[src/rtl/flopr.sv]
// flopr: resettable D flip-flop bank (PC register, pipeline/state registers).
// Define FLOPR_ASSERT_EN to compile in simulation-only input/output checks.
module flopr #(
    parameter int                WIDTH       = 32,
    parameter logic [WIDTH-1:0]  RESET_VALUE = '0
) (
    input  logic             clk,
    input  logic             reset,
    input  logic [WIDTH-1:0] d,
    output logic [WIDTH-1:0] q
);

    if (WIDTH < 1) begin : g_bad_width
        $error("flopr: WIDTH must be at least 1");
    end

    logic [WIDTH-1:0] q_d;
    logic [WIDTH-1:0] q_q;

    always_comb begin
        q_d = d;
    end

    // Reset is sampled only at the edge and wins over data.
    always_ff @(posedge clk) begin
        if (reset) begin
            q_q <= RESET_VALUE;
        end else begin
            q_q <= q_d;
        end
    end

    assign q = q_q;

`ifdef FLOPR_ASSERT_EN
    logic             chk_valid_q;
    logic             chk_reset_q;
    logic [WIDTH-1:0] chk_d_q;

    // Each edge checks the inputs now and the result of the previous edge.
    always_ff @(posedge clk) begin
        if ($isunknown(reset)) begin
            $error("flopr: reset is X/Z at a rising edge");
        end
        if (reset === 1'b0 && $isunknown(d)) begin
            $error("flopr: d is X/Z at a non-reset rising edge");
        end
        if (chk_valid_q) begin
            if (chk_reset_q && q_q !== RESET_VALUE) begin
                $error("flopr: q=%h after reset edge, expected %h", q_q, RESET_VALUE);
            end
            if (!chk_reset_q && q_q !== chk_d_q) begin
                $error("flopr: q=%h after load edge, expected %h", q_q, chk_d_q);
            end
        end
        chk_valid_q <= !$isunknown(reset) && (reset || !$isunknown(d));
        chk_reset_q <= reset;
        chk_d_q     <= d;
    end
`endif

endmodule

[config.mk]
export PLATFORM = sky130hd
export DESIGN_NAME = flopr
export DESIGN_NICKNAME = d
export VERILOG_FILES = /design/src/rtl/flopr.sv
export SDC_FILE = /design/constraint.sdc
export NUM_CORES = 1
export LEC_CHECK = 0
export ABC_AREA = 1
export BUFFER_PORTS_ARGS = -buffer_cell sky130_fd_sc_hd__buf_2
export CELL_PAD_IN_SITES_DETAIL_PLACEMENT = 1
export CELL_PAD_IN_SITES_GLOBAL_PLACEMENT = 1
export CORE_ASPECT_RATIO = 0.8
export CORE_MARGIN = 2
export CORE_UTILIZATION = 28
export CTS_CLUSTER_DIAMETER = 200
export DETAILED_ROUTE_END_ITERATION = 12
export PLACE_DENSITY = 0.82
export SLEW_MARGIN = 10
export SYNTH_ARGS = -nofsm -noshare
export SYNTH_HDL_FRONTEND = slang
export SYNTH_SLANG_ARGS = --single-unit
export TNS_END_PERCENT = 50
[constraint.sdc]
create_clock -name clk -period 0.8 [get_ports clk]
set_input_delay 0.08 -clock clk [delete_from_list [all_inputs] [get_ports clk]]
set_output_delay 0.08 -clock clk [all_outputs]
set_load 0.03 [all_outputs]
==> flow_summary.toml <==
[clock_network]
clock_sinks = 32
clockBufferDepth = 2
htree_levels = 2
tritoncts = "yes"
post-cts-setup-buffer-count = 0
root_buffer = "clkbuf_8"
clk_transition_reported_paths_ps = 60
cts_buffers = 5

[yosys]
yosys-top-cells-area = "dfxtp_1, inv_1, nor2_1"
synth_edf_count = 0
ys_seq_elements = 32
syn-instance-count = 99
syn_nets = 133
synth_top_area_frac = 0.700
synth_ff_type = "dfxtp_1"
synth-async-reset-ratio = 0
seq_area_frac_synth = 0.700
synth_top_area_cell = "dfxtp_1"
synth_cell_types = 4
syn_avg_cell_area_um2 = 9.24
synth.top_cells.by_count = "dfxtp_1, inv_1, nor2_1, buf_6"
synth_warnings = 0
syn_area_um2 = 915

[place]
io_buffers = 65
place_area_um2 = 1280
dp_hpwl_mm = 1.78
dp_slack_ps = 220
place_congestion = 0.617
dp.cells = 202

[timing]
hold_viol_final = 0
worstMarginPinSlew_ps = 140
fin_ws_ps = -15.6
max_slew_margin = 0.907
grt_setup_unrepaired = "true"
holdWs_ps = 10.3
fmax_mhz = 1230
post-route-period-util = 1.02
fin_setup_tns_ps = -37.3
min_period_ps = 816
drv_slew = 0
setup_viol = 5

[die]
io_pins = 66
placementRows = 18
dieWidth_um = 67.9
die_y_um = 55.1
die-area_um2 = 3740
core_area_um2 = 3110
start_util = 0.294

[drt]
vias = 870
via_per_inst = 3.95
wire_per_inst_um = 12.1
drc = 0
first_pass_iters = 2
postRouteAntennaNets = 0
drt_wl_total_mm = 2.66
drt_iter0_markers = 36

[critical_path]
start_kind = "register"
critPathCaptureType = "primary output"
arrival_ps = 740
crit_path_top_delay_cell = "dfxtp_2"
cpPeakStageDelay_ps = 330
path_cells = "buf_6"
cp_num_buf_inv = 1
worstSetupPathType = "register to primary output"
critPathTopFamily = "flip-flops"
cp_max_fo = 1
cp_data_required_time_ps = 720

[cells_and_area]
drive_gt1_frac = 0.578
num-nets-final = 213
syn_to_final_growth_pct = 86.6
instances_no_fill = 220
largest_reg_flops = 32
final_design_area_no_fill_um2 = 1710
n_antenna_cell = 0

[grt]
grt_pass1_vias = 961
grt_pass1_wl_mm = 4.04
antenna_found_initial = 0
grt_overflow = 0
grt_max_degree = 33
grt_usage = 0.157

[power_and_ir_drop]
p_per_area_nw_per_um2 = 2080
ir_worst_vdd_mv = 1.21
leakage_nw = 0.930

[worst_hold_path]
hp-class = "input port to register"

[status]
status = "finished, violations left"
failed_checks = "negative setup slack"

[run]
max_cap_viol_count = 0
-- per-layer routing --
metal | global-route usage | part of all wire | vias to the layer above | wire, um
li1 | - | - | 421 | -
met1 | 0.133 | 0.33 | 399 | 866
met2 | 0.302 | 0.55 | 41 | 1480
met3 | 0.0607 | 0.084 | 9 | 224
met4 | 0.113 | 0.036 | 0 | 95
met5 | 0 | 0 | - | 0
-- what timing repair did --
action,4_1_cts,5_1_grt
endpoints found under the setup margin,32,32
hold buffers,8,2
resized for setup,96,0
hold endpoints to repair,8,2
-- report_power, final --
group / switching [mW] / internal, mW / total [mW]
logic: 0.304 / 0.284 / 0.588
registers: 0.0415 / 1.70 / 1.74
clock network: 0.527 / 0.700 / 1.23
-- path summary, 6_finish.rpt --
check / from / end / depth (start not counted)
setup / recovery: q[30] / q[30] / 1
hold / removal: d[16] / q[16] / 3
-- logic make-up (layout without fill, tap and decap cells) --
group | Yosys count | count (layout) | synth area share
simple gates | 32 | 32 | 0.131
buf+inv | 35 | 116 | 0.168
flops | 32 | 32 | 0.700
-- stage by stage --
step,util,total power [mW]
2_1_floorplan,-,2.00
3_3_place_gp,0.411,2.16
3_5_place_dp,0.411,2.19
4_1_cts,0.543,3.60
5_1_grt,0.549,3.75
6_report,0.549,3.55
-- final cells by class --
class                      instances  area, um2
tap                               40       50.0
fill                             365       1400
sequential                        32        681
timing repair buffer              76        646
inverter                          32        120
multi-input combinational         32        120
clock buffer                       8       90.1
-- placed cells by master (no fill, tap or decap) --
| cell type | instances |
|---|---|
| dlygate4sd3_1 | 10 |
| inv_1 | 32 |
| buf_2 | 33 |
| dfxtp_2 | 32 |
| buf_6 | 32 |
| clkbuf_8 | 6 |
| buf_12 | 1 |
| nor2_1 | 32 |
| clkbuf_1 | 2 |
(Power assumes the default switching activity.)
